File: config.mk
export PLATFORM = sky130hd
export DESIGN_NAME = hazard3_bus_arbiter
export DESIGN_NICKNAME = d
export VERILOG_FILES = /design/src/rtl/hazard3_bus_arbiter.sv
export SDC_FILE = /design/constraint.sdc
export NUM_CORES = 1
export LEC_CHECK = 0
export BUFFER_PORTS_ARGS = -buffer_cell sky130_fd_sc_hd__buf_4
export CAP_MARGIN = 10
export CORE_AREA = 3 3 109 111
export DETAILED_ROUTE_END_ITERATION = 12
export DIE_AREA = 0 0 112 114
export PLACE_DENSITY = 0.65
export SLEW_MARGIN = 40
export SYNTH_ARGS = -nofsm -noshare
export SYNTH_HDL_FRONTEND = slang
export SYNTH_SLANG_ARGS = --single-unit
File: constraint.sdc
create_clock -name clk -period 1.7 [get_ports clk]
set_input_delay 0.255 -clock clk [delete_from_list [all_inputs] [get_ports clk]]
set_output_delay 0.255 -clock clk [all_outputs]
set_load 0.05 [all_outputs]
File: src/rtl/hazard3_bus_arbiter.sv
// hazard3_bus_arbiter
// Shares one AHB-Lite master port between instruction fetch (I) and
// load/store (D). Load/store has fixed priority over fetch, but a fetch that
// keeps losing is forced through once the starvation counter saturates.
// The arbiter also tracks which requester owns the current data phase and
// steers hready/hresp back to that requester only.
module hazard3_bus_arbiter #(
  parameter int W_ADDR       = 32,
  parameter int W_DATA       = 32,
  parameter int STARVE_LIMIT = 4
) (
  input  logic              clk,
  input  logic              rst_n,

  input  logic              i_req,
  input  logic [W_ADDR-1:0] i_addr,
  input  logic [2:0]        i_size,
  output logic              i_gnt,
  output logic              i_rdy,
  output logic              i_err,
  output logic [W_DATA-1:0] i_rdata,

  input  logic              d_req,
  input  logic [W_ADDR-1:0] d_addr,
  input  logic [2:0]        d_size,
  input  logic              d_write,
  input  logic [W_DATA-1:0] d_wdata,
  output logic              d_gnt,
  output logic              d_rdy,
  output logic              d_err,
  output logic [W_DATA-1:0] d_rdata,

  output logic [W_ADDR-1:0] haddr,
  output logic [1:0]        htrans,
  output logic              hwrite,
  output logic [2:0]        hsize,
  input  logic              hready,
  input  logic              hresp,
  output logic [W_DATA-1:0] hwdata,
  input  logic [W_DATA-1:0] hrdata
);

  localparam int            CW        = (STARVE_LIMIT < 1) ? 1 : $clog2(STARVE_LIMIT + 1);
  localparam logic [CW-1:0] LIMIT     = CW'(STARVE_LIMIT);
  localparam bit            STARVE_EN = (STARVE_LIMIT != 0);

  localparam logic [1:0] OWN_NONE = 2'd0;
  localparam logic [1:0] OWN_I    = 2'd1;
  localparam logic [1:0] OWN_D    = 2'd2;

  localparam logic [1:0] HTRANS_IDLE   = 2'b00;
  localparam logic [1:0] HTRANS_NONSEQ = 2'b10;

  // Saturating increment; with the counter disabled LIMIT is 0 and the
  // counter simply stays at 0.
  function automatic logic [CW-1:0] sat_inc(input logic [CW-1:0] v);
    if (v >= LIMIT) return LIMIT;
    return v + CW'(1);
  endfunction

  logic [1:0]    owner_q, owner_d;
  logic [CW-1:0] starve_q, starve_d;
  logic          force_i;
  logic          win_i;
  logic          win_d;
  logic          err_first;
  logic          addr_ok;

  // Arbitration: D wins unless I has lost STARVE_LIMIT times in a row.
  assign force_i   = STARVE_EN && (starve_q == LIMIT);
  assign win_i     = i_req && (!d_req || force_i);
  assign win_d     = d_req && !win_i;

  // First cycle of a two-cycle ERROR response must present IDLE; while in
  // reset no address phase may be offered either.
  assign err_first = hresp && !hready;
  assign addr_ok   = rst_n && !err_first;

  assign htrans = (addr_ok && (win_i || win_d)) ? HTRANS_NONSEQ : HTRANS_IDLE;
  assign haddr  = win_d ? d_addr : i_addr;
  assign hsize  = win_d ? d_size : i_size;
  assign hwrite = win_d && d_write;

  assign i_gnt  = hready && addr_ok && win_i;
  assign d_gnt  = hready && addr_ok && win_d;

  // Data-phase response steering; read data is broadcast unqualified.
  assign i_rdy   = hready && (owner_q == OWN_I);
  assign d_rdy   = hready && (owner_q == OWN_D);
  assign i_err   = i_rdy && hresp;
  assign d_err   = d_rdy && hresp;
  assign i_rdata = hrdata;
  assign d_rdata = hrdata;
  assign hwdata  = d_wdata;

  // Next data-phase owner: whoever was granted on an hready cycle, else hold.
  always_comb begin
    owner_d = owner_q;
    if (hready) begin
      if (i_gnt)      owner_d = OWN_I;
      else if (d_gnt) owner_d = OWN_D;
      else            owner_d = OWN_NONE;
    end
  end

  // Next starvation count: cleared when I wins, bumped when I loses to D.
  always_comb begin
    starve_d = starve_q;
    if (hready) begin
      if (i_gnt)                starve_d = '0;
      else if (i_req && d_gnt)  starve_d = sat_inc(starve_q);
    end
  end

  // State registers; reset drops any in-flight data phase ownership.
  always_ff @(posedge clk or negedge rst_n) begin
    if (!rst_n) begin
      owner_q  <= OWN_NONE;
      starve_q <= '0;
    end else begin
      owner_q  <= owner_d;
      starve_q <= starve_d;
    end
  end

endmodule
# ---- Yosys cells after proc, flatten, opt, wreduce, memory -nomap -nowiden
# Cells that the tools add are included.
dict set report totals {
  out_inout_bits 140
  regBits 5
  word_cells 42
}
dict set report op_classes {
  order_cmp 1
  muxes 13
  eq_ne 3
  add_sub_neg 1
  n_reduce_logical 22
}
# op count
set ops {}
lappend ops {{32-bit 2-to-1 mux} 1}
lappend ops {{3-bit 2-to-1 mux} 5}
lappend ops {{1-bit logical AND} 14}
lappend ops {{2-bit 2-to-1 mux} 3}
lappend ops {{1-bit logical NOT} 4}
lappend ops {{1-bit 2-to-1 mux} 4}
lappend ops {{3-bit by 1-bit adder with 3-bit output (second input constant)} 1}
lappend ops {{3-bit equality test (second input constant)} 1}
lappend ops {{3-bit greater-or-equal comparator (second input constant)} 1}
lappend ops {{2-bit by 1-bit equality test with 1-bit output (second input constant)} 1}
lappend ops {{2-bit equality test (second input constant)} 1}
lappend ops {{1-bit logical OR} 2}
lappend ops {{2-bit AND reduction} 1}
lappend ops {{2-bit nonzero test} 1}

# ---- Logic depth before layout (Yosys ltp)
# Gate-level depths: netlist (run 1).
dict set report depth {
  word_depth 13
  ltp_mapped 7
  mapped_depth_nobuf 4
}

# ---- Worst setup path after synthesis (run 1)
# No wires, ideal clock.
dict set report synth_timing {
  kind {flip-flop to output port}
  startpoint {reg starve_q[0]}
  endpoint {out haddr[22]}
  required_time_ps 1445
  path_stages_with_launch 7
  setup_slack_ps -398
  arrival_time_ps 1843
  path_buffers 2
  cell_sequence {dfrtp_1 > inv_1 > ha_1 > buf_6 > and3_4 > buf_2 > o211ai_1}
}
dict set report synth_between {
  elab_chain_cells 6
}
# element line_no
set synth_lines {}
lappend synth_lines {{start, declared} 62} ;# logic [CW-1:0] starve_q, starve_d;
lappend synth_lines {{start signal, assigned} 122} ;# starve_q <= starve_d;
lappend synth_lines {{3-bit equality test} 70} ;# assign force_i = STARVE_EN && (starve_q == LIMIT);
lappend synth_lines {{1-bit logical OR} 71} ;# assign win_i = i_req && (!d_req || force_i);
lappend synth_lines {{1-bit logical AND} 71}
lappend synth_lines {{1-bit logical NOT} 72} ;# assign win_d = d_req && !win_i;
lappend synth_lines {{1-bit logical AND} 72}
lappend synth_lines {{32-bit 2-to-1 mux} 80} ;# assign haddr = win_d ? d_addr : i_addr;
lappend synth_lines {{end, declared} 33} ;# output logic [W_ADDR-1:0] haddr,
# Every way passes these cells.

# ---- Worst setup path in the final report (run 1)
dict set report layout_timing {
  startpoint {reg starve_q[0]}
  endpoint {out haddr[31]}
}
# The elaborated chain is that of the path after synthesis.

==> impl_metrics.tcl, run 1 <==
set metrics [dict create \
    ys_async_sr_fraction_pct 100 \
    peakVddDrop_uv 455 \
    crit_fanout 6 \
    grt_pass1_vias 2196 \
    drv_cap 0 \
    final_cells 459 \
    ys_ff_latch 5 \
    ys_warn_count 0 \
    grt_overflow 0 \
    finalSetupViolCount 38 \
    avgViaCountPerCell 4.58 \
    cts_inserted_buffers 3 \
    die-area_um2 12800 \
    num_vias 2102 \
    final_hold_viol_count 0 \
    place_inst 444 \
    dp_hpwl_mm 5.27 \
    cts_root_buffer "clkbuf_8" \
    worstPathArrival_ns 1.64 \
    status "finished with violations" \
    die_y_um 114 \
    syn_area_per_cell_um2 7.22 \
    path_class "reg -> out" \
    hold_path_class "in -> reg" \
    synth_ff_type "dfrtp_1" \
    fmax_mhz 527 \
    violations "setup timing" \
    synth_area_leader_cell "buf_4" \
    ant_nets 0 \
    yosysSeqAreaShare_pct 5.88 \
    netlist_top_cells_area "buf_4 (35%), o211ai_2 (12%), nand2b_1 (10%)" \
    drive_above_1_share_pct 53.9 \
    cellPowerDensity_nw_per_um2 871 \
    p_leak_uw 0.00123 \
    synth_cell_types 29 \
    finalNetCount 463 \
    worstSetupStartpointType "flop" \
    clock-sinks 5 \
    synthTopCellsByCount "buf_4 (99), nand2_1 (36), nand2b_1 (35), nand4_1 (35), o211ai_2 (20)" \
    grt_first_pass_wirelength_mm 10.9 \
    row_count 38 \
    grt_max_degree 33 \
    clockBufferDepth 2 \
    gp_congestion 0.754 \
    port_buffers 119 \
    mappedNetlistArea_um2 2130 \
    drc 0 \
    synth.top_cell.area_share_pct 34.9 \
    syn_nets 438 \
    coreArea_um2 10900 \
    clk_pin_slew_ns 0.04 \
    htreeDepth 1 \
    wirelength_mm 7.22 \
    grt_usage_pct 10.4 \
    postLayoutCoreUtil_pct 27.4 \
    fin_crit_sh_pct 112 \
    clk_latency_ns 0.22 \
    die_width_um 112 \
    yosysMostFrequentCell "buf_4" \
    fin_crit_ns 1.90 \
    area_growth_syn_to_layout_pct 40.2 \
    rsz0062_at_grt "yes" \
    cts_tree "yes" \
    fin_ws_ns -0.198 \
    synth_edf_count 0 \
    maxSlewViolCount 0 \
    wl_per_cell_um 15.7 \
    r2r_slack_ns 0.39 \
    drt_iter0_markers 116 \
    insertedDiodeCount 0 \
    grt_antenna_before_repair 0 \
    io_pins 281 \
    start_util_pct 19.6 \
    syn_inst 295 \
    fin_worst_skew_ns 0.00133 \
    cp_data_required_time_ns 1.44 \
    drtPass1Iterations 4 \
    crit_path_end_kind "primary output" \
]
[stage by stage]
stage	worst slack, ns	hold WS (ns)	cell area [µm²]	setup TNS (ns)	total power [µW]
global route	-0.285	0.401	2990	-8.09	2750
finish	-0.198	0.384	2990	-5.47	2600
global placement	0.0140	0.0745	2650	0	1900
CTS	-0.213	0.381	2950	-5.78	2580
floorplan	-0.297	-0.0406	2320	-5.22	2020
detailed placement	-0.0409	0.0770	2650	-0.453	1950
[report_power, final]
| group | switching [µW] | leakage (µW) | total [µW] | internal [µW] |
|---|---|---|---|---|
| Clock | 56.6 | 0.0000228 | 217 | 161 |
| Combinational | 1290 | 0.00114 | 2200 | 918 |
| Sequential | 24.7 | 0.0000659 | 180 | 155 |
| Total | 1370 | 0.00123 | 2600 | 1230 |
[cells by family after synthesis]
| kind of cell | Yosys count | share of synthesized area, % |
|---|---|---|
| simple gates | 118 | 30.8 |
| compound gates | 42 | 19.4 |
| other cells | 1 | 0.176 |
| mux | 2 | 0.940 |
| buf+inv | 125 | 41.5 |
| fa+ha+maj | 2 | 1.17 |
| flops | 5 | 5.88 |
[sequential cells by signal (all words and copies together) (netlist names)]
name      cells
owner_q       2
starve_q      3
[routing by layer]
layer	vias to the layer above	part of all wire [%]	GRT usage, %
met5	-	0	0
met3	36	7.9	2.44
li1	974	-	-
met1	977	36	10.7
met2	115	53	20.1
met4	0	3.2	4.73
[critical path, cell delays in order (launching register included)]
cell and delay, ns:
dfrtp_1 0.35, inv_2 0.06, ha_4 0.16, and3_4 0.17, buf_6 0.14, buf_4 0.16
o211ai_1 0.17, buf_4 0.23
[layout make-up]
type / instances / area, µm²
Fill cell: 1124 / 7900
Multi-Input combinational cell: 165 / 1320
Timing Repair Buffer: 142 / 1310
Tap cell: 140 / 175
Sequential cell: 5 / 125
Clock buffer: 4 / 45.0
Inverter: 3 / 11.3
[cell usage in the layout (no fill, tap or decap), drive strengths merged, types with 2 or more instances in the layout]
cell	netlist	routed
buf	114	140
nor2	2	2
mux2i	2	2
o211ai	35	35
clkbuf	8	5
nand2	36	36
and3b	2	2
dfrtp	5	5
inv	3	3
ha	2	2
nand2b	35	35
nand4	35	35
a21oi	2	2
and2	2	2
and3	2	2
[final timing paths]
check | from | endpoint | cells after the start
min | hready | owner_q[1] | 3
max reg2reg | starve_q[0] | owner_q[1] | 6
min in group asynchronous | rst_n | owner_q[0] | 2
max | starve_q[0] | haddr[31] | 7
min reg2reg | owner_q[1] | owner_q[1] | 1
max in group asynchronous | rst_n | starve_q[1] | 2
[what timing repair did]
item / in CTS / in global routing
resized for setup: 34 / 0
pin swaps: 25 / 26
buffers inserted: 6 / 1
hold endpoints to repair: 5 / 0
hold buffers: 1 / 0
cloned: 2 / 1
setup endpoints to repair: 38 / 38
Power figures use the tool's default switching activity.
==> inputs of run 2 (changes only) <==
- HOLD_SLACK_MARGIN: unset -> 0.05
- TNS_END_PERCENT: unset -> 50
==> run 2 against run 1 <==
  * The flow still finishes with violations (setup timing)
  * Critical path depth is 1 lower
  * Maximum frequency is 0.52% lower
  * Setup slack worse by 0.010 ns
  * Via count is 0.24% lower
  * Global-route usage is 0.24 points lower
  * Final area is 5.8% lower
  * Utilization is 1.6 points lower
  * Largest power group unchanged
  * Combinational power is 8% lower
  * Register-to-register slack worse by 0.20 ns
  * First-iteration DRC count is 0.86% higher
  * Cell count is 0.22% higher
  * Clock skew is 0.0023 ns higher
==> impl_metrics.tcl, run 2 (synthesis results as in run 1) <==
set metrics [dict create \
    rsz0062_at_grt "yes" \
    grt_pass1_vias 2153 \
    cts_inserted_buffers 3 \
    drive_above_1_share_pct 53.8 \
    drc 0 \
    io_pins 281 \
    area_growth_syn_to_layout_pct 32.1 \
    wirelength_mm 6.85 \
    grt_max_degree 43 \
    reg_top3 "starve_q (3), owner_q (2)" \
    die-area_um2 12800 \
    crit_fanout 16 \
    drv_cap 0 \
    fin_ws_ns -0.208 \
    ant_nets 0 \
    dp_worst_setup_slack_ns -0.0104 \
    p_leak_uw 0.00125 \
    gp_congestion 0.749 \
    row_count 38 \
    path_class "reg -> out" \
    crit_path_end_kind "primary output" \
    worstPathArrival_ns 1.65 \
    cp_data_required_time_ns 1.44 \
    finalNetCount 464 \
    avgViaCountPerCell 4.56 \
    fmax_mhz 524 \
    wl_per_cell_um 14.9 \
    fillers 1187 \
    worstSetupStartpointType "flop" \
    postLayoutCoreUtil_pct 25.8 \
    cts_tree "yes" \
    drt_iter0_markers 117 \
    clockBufferDepth 2 \
    grt_first_pass_wirelength_mm 10.7 \
    cellPowerDensity_nw_per_um2 864 \
    fin_crit_sh_pct 112 \
    final_common_cell "buf_4" \
    largest_reg_flops 3 \
    clk_latency_ns 0.23 \
    htreeDepth 1 \
    clk_pin_slew_ns 0.04 \
    peakVddDrop_uv 633 \
    finalSetupViolCount 37 \
    die_y_um 114 \
    reg2reg_from "starve_q[0]" \
    violations "setup timing" \
    port_buffers 119 \
    cts_root_buffer "clkbuf_8" \
    coreArea_um2 10900 \
    hold_path_class "in -> async" \
    insertedDiodeCount 0 \
    dp_hpwl_mm 5.17 \
    num_vias 2097 \
    regArea_um2 125 \
    drtPass1Iterations 4 \
    grt_overflow 0 \
    clock-sinks 5 \
    maxSlewViolCount 0 \
    status "finished with violations" \
    fin_worst_skew_ns 0.00368 \
    final_cell_mix "buf_4 (111), nand2_1 (36), nand4_1 (35), nand2b_1 (35), buf_6 (22)" \
    die_width_um 112 \
    start_util_pct 19.6 \
    grt_usage_pct 10.2 \
    final_hold_viol_count 0 \
    multi_input_area_um2 1170 \
    reg2reg_depth 7 \
    top_register "starve_q" \
    worstSetupStartpoint "starve_q[0]" \
    grt_antenna_before_repair 0 \
    fin_crit_ns 1.91 \
]
## run 2: cell types whose count changed in the layout (fill, tap and decap cells not counted), sizes merged
cell,before,now
buf,140,142
clkbuf,5,4
## run 2: routing by layer
| layer | track usage, % | wire [µm] | vias to the layer above |
|---|---|---|---|
| met2 | 17.0 | 3290 | 122 |
| met5 | 0 | 0 | - |
| met4 | 7.21 | 384 | 0 |
| met3 | 2.23 | 615 | 42 |
| li1 | - | - | 977 |
| met1 | 11.6 | 2560 | 956 |
## run 2: area by class of cell
class	count	share of cell area, %
repair buffers	143	45.6
multi-input cells	165	41.7
well taps	140	6.23
flip-flops and latches	5	4.45
clock buffers	4	1.60
inverters	3	0.400
## run 2: final timing paths
| path | slack (ns) | endpoint |
|---|---|---|
| max in group asynchronous | 1.20 | owner_q[0] |
| min | 0.38 | owner_q[1] |
| min in group clk | 0.38 | owner_q[1] |
| max reg2reg | 0.19 | owner_q[0] |
| min reg2reg | 0.52 | owner_q[1] |
| max | -0.21 | haddr[29] |
## run 2: metrics by stage
step | hold WS, ns | cells | setup TNS, ns | area, µm² | total power [µW]
floorplan | -0.0406 | 295 | -7.24 | 2170 | 1930
global placement | 0.0700 | 446 | 0 | 2510 | 1860
detailed placement | 0.0729 | 446 | -0.0224 | 2510 | 1900
CTS | 0.374 | 459 | -5.32 | 2780 | 2360
global route | 0.392 | 460 | -7.31 | 2810 | 2590
finish | 0.380 | 460 | -5.06 | 2810 | 2430
## run 2: timing repair
| action | in CTS | in global routing |
|---|---|---|
| hold buffers | 1 | 0 |
| setup endpoints to repair | 38 | 38 |
| resized for setup | 28 | 6 |
| endpoints found under the hold margin | 5 | 0 |
| pin swaps | 20 | 9 |
| setup buffers | 6 | 1 |
| cloned | 3 | 0 |
## run 2: critical path, stage by stage (launching register included)
cell and delay, ns:
dfrtp_1 0.38, inv_2 0.09, ha_4 0.13, and3_4 0.20
buf_4 0.25, o211ai_1 0.15, buf_4 0.21
## run 2: where the power goes
part           internal, µW  total [µW]  switching (µW)
logic                   838        2020            1180
registers               155         181            25.9
clock network           162         229            67.2
total                  1150        2430            1280
==> inputs of run 3 (changes only) <==
- CTS_BUF_LIST: unset -> sky130_fd_sc_hd__clkbuf_4 sky130_fd_sc_hd__clkbuf_8 sky130_fd_sc_hd__clkbuf_16
- CTS_CLUSTER_DIAMETER: unset -> 200
==> run 3 against run 2 <==
  * The flow still finishes with violations (setup timing)
  * Global-route usage stayed put
  * Power is 0.68% higher
  * Critical path depth stayed put
  * Final area is 0.13% higher
  * Sequential share of layout area hardly changed
  * First-iteration DRC count stayed put
  * Register-to-register slack hardly changed
  * Hold slack hardly changed
  * Critical path type unchanged
  * Combinational power hardly changed
  * Cell count stayed put
  * Highest routed layer unchanged
  * Via count is 0.38% lower
==> impl_metrics.tcl, run 3 (synthesis results as in run 1) <==
set metrics [dict create \
    hold_slack_ns 0.380 \
    ant_nets 0 \
    avgViaCountPerCell 4.54 \
    crit_path_end_kind "primary output" \
    cts_tree "yes" \
    cp_data_required_time_ns 1.44 \
    cts_inserted_buffers 3 \
    grt_overflow 0 \
    grt_antenna_before_repair 0 \
    clockBufferDepth 2 \
    htreeDepth 1 \
    area_growth_syn_to_layout_pct 32.3 \
    port_buffers 119 \
    grt_first_pass_wirelength_mm 10.7 \
    dp_worst_setup_slack_ns -0.0104 \
    num_vias 2089 \
    finalNetCount 464 \
    drtPass1Iterations 4 \
    drc 0 \
    crit_fanout 16 \
    insertedDiodeCount 0 \
    reg_top3 "starve_q (3), owner_q (2)" \
    start_util_pct 19.6 \
    row_count 38 \
    hold_path_class "in -> async" \
    io_pins 281 \
    cpPeakStageDelay_ns 0.38 \
    largest_reg_flops 3 \
    fmax_mhz 524 \
    seqPwrFrac_pct 7.4 \
    grt_max_degree 43 \
    clockPowerShare_pct 10.0 \
    grt_usage_pct 10.2 \
    violations "setup timing" \
    rsz0062_at_grt "yes" \
    r2r_end "owner_q[0]" \
    slowest_stage "dfrtp_1" \
    path_class "reg -> out" \
    worstSetupStartpointType "flop" \
    drv_cap 0 \
    power.switching_uw 1280 \
    top_register "starve_q" \
    final_hold_viol_count 0 \
    wl_per_cell_um 14.9 \
    finalSetupViolCount 37 \
    clock-sinks 5 \
    clk_pin_slew_ns 0.04 \
    gp_congestion 0.749 \
    drt_iter0_markers 117 \
    die_y_um 114 \
    p_leak_uw 0.00125 \
    die_width_um 112 \
    coreArea_um2 10900 \
    clk_latency_ns 0.23 \
    cts_root_buffer "clkbuf_8" \
    status "finished with violations" \
    swShare_pct 52.1 \
    path_cells "inv_2, ha_4, and3_4, buf_4, o211ai_1, buf_4" \
    grt_pass1_vias 2153 \
    worstPathArrival_ns 1.65 \
    reg2reg_depth 7 \
    final_cell_mix "buf_4 (111), nand2_1 (36), nand4_1 (35), nand2b_1 (35), buf_6 (22)" \
    drive_above_1_share_pct 54.1 \
    fin_crit_sh_pct 112 \
    dp_hpwl_mm 5.17 \
    path_common_cell "buf_4" \
    fin_ws_ns -0.209 \
    p_comb_share_pct 82.6 \
    maxSlewViolCount 0 \
    die-area_um2 12800 \
    fin_worst_skew_ns 0.00354 \
    internal-power_uw 1170 \
    reg2reg_from "starve_q[0]" \
    fin_crit_ns 1.91 \
    final_common_cell "buf_4" \
    wirelength_mm 6.85 \
    peakVddDrop_uv 634 \
    cellPowerDensity_nw_per_um2 869 \
    r2r_slack_ns 0.19 \
]
## run 3: cell count changes in the layout (fill, tap and decap cells not counted)
cell	previous run	this run
clkbuf_1	1	0
clkbuf_4	0	1
## run 3: area by class of cell
cell class / instances / area (µm²)
fill: 1186 / 8070
timing repair buffer: 143 / 1280
inverter: 3 / 11.3
sequential: 5 / 125
multi-input combinational: 165 / 1170
clock buffer: 4 / 48.8
tap: 140 / 175
## run 3: routing by layer
layer | routed length, µm | share of wire, % | GRT usage (%) | up-vias
met3 | 612 | 8.9 | 2.23 | 42
met1 | 2560 | 37 | 11.6 | 950
met5 | 0 | 0 | 0 | -
met4 | 384 | 5.6 | 7.21 | 0
li1 | - | - | - | 977
met2 | 3290 | 48 | 17.0 | 120
## run 3: worst max path at each step
stage,startpoint,to,slack [ns]
finish,starve_q[0],haddr[29],-0.21
detailed placement,starve_q[0],haddr[18],-0.01
global placement,starve_q[0],haddr[18],0.07
CTS,starve_q[0],haddr[0],-0.21
global route,starve_q[1],haddr[30],-0.28
floorplan,starve_q[0],haddr[0],-0.30
## run 3: worst max-delay path, delay by kind of cell, from the launching register on
kind | cells | cell delay (ns)
buffers and inverters | 3 | 0.55
AO/OA/AOI/OAI | 1 | 0.15
flip-flops | 1 | 0.38
adder cells (fa/ha/maj) | 1 | 0.13
AND/OR/NAND/NOR | 1 | 0.20
## run 3: through the flow
step,power (µW),setup TNS [ns],instance area (µm²),cells,util (%)
6_report,2450,-5.06,2820,460,25.9
5_1_grt,2610,-7.30,2820,460,25.9
4_1_cts,2380,-5.32,2780,459,25.5
3_5_place_dp,1900,-0.0224,2510,446,23.1
3_3_place_gp,1860,0,2510,446,23.1
2_1_floorplan,1930,-7.24,2170,295,-
## run 3: repair_timing
action	CTS	global route
pin swaps	20	9
resized for setup	28	6
hold buffers	1	0
setup endpoints to repair	38	38
endpoints found under the hold margin	5	0
setup buffers	6	1
cloned	3	0
## run 3: power by group through the flow
stage               Combinational [µW]  Clock, µW  Sequential [µW]
floorplan                         1750          0              176
global placement                  1680          0              179
detailed placement                1710          0              182
CTS                               1950        248              180
global route                      2170        254              185
finish                            2020        245              181
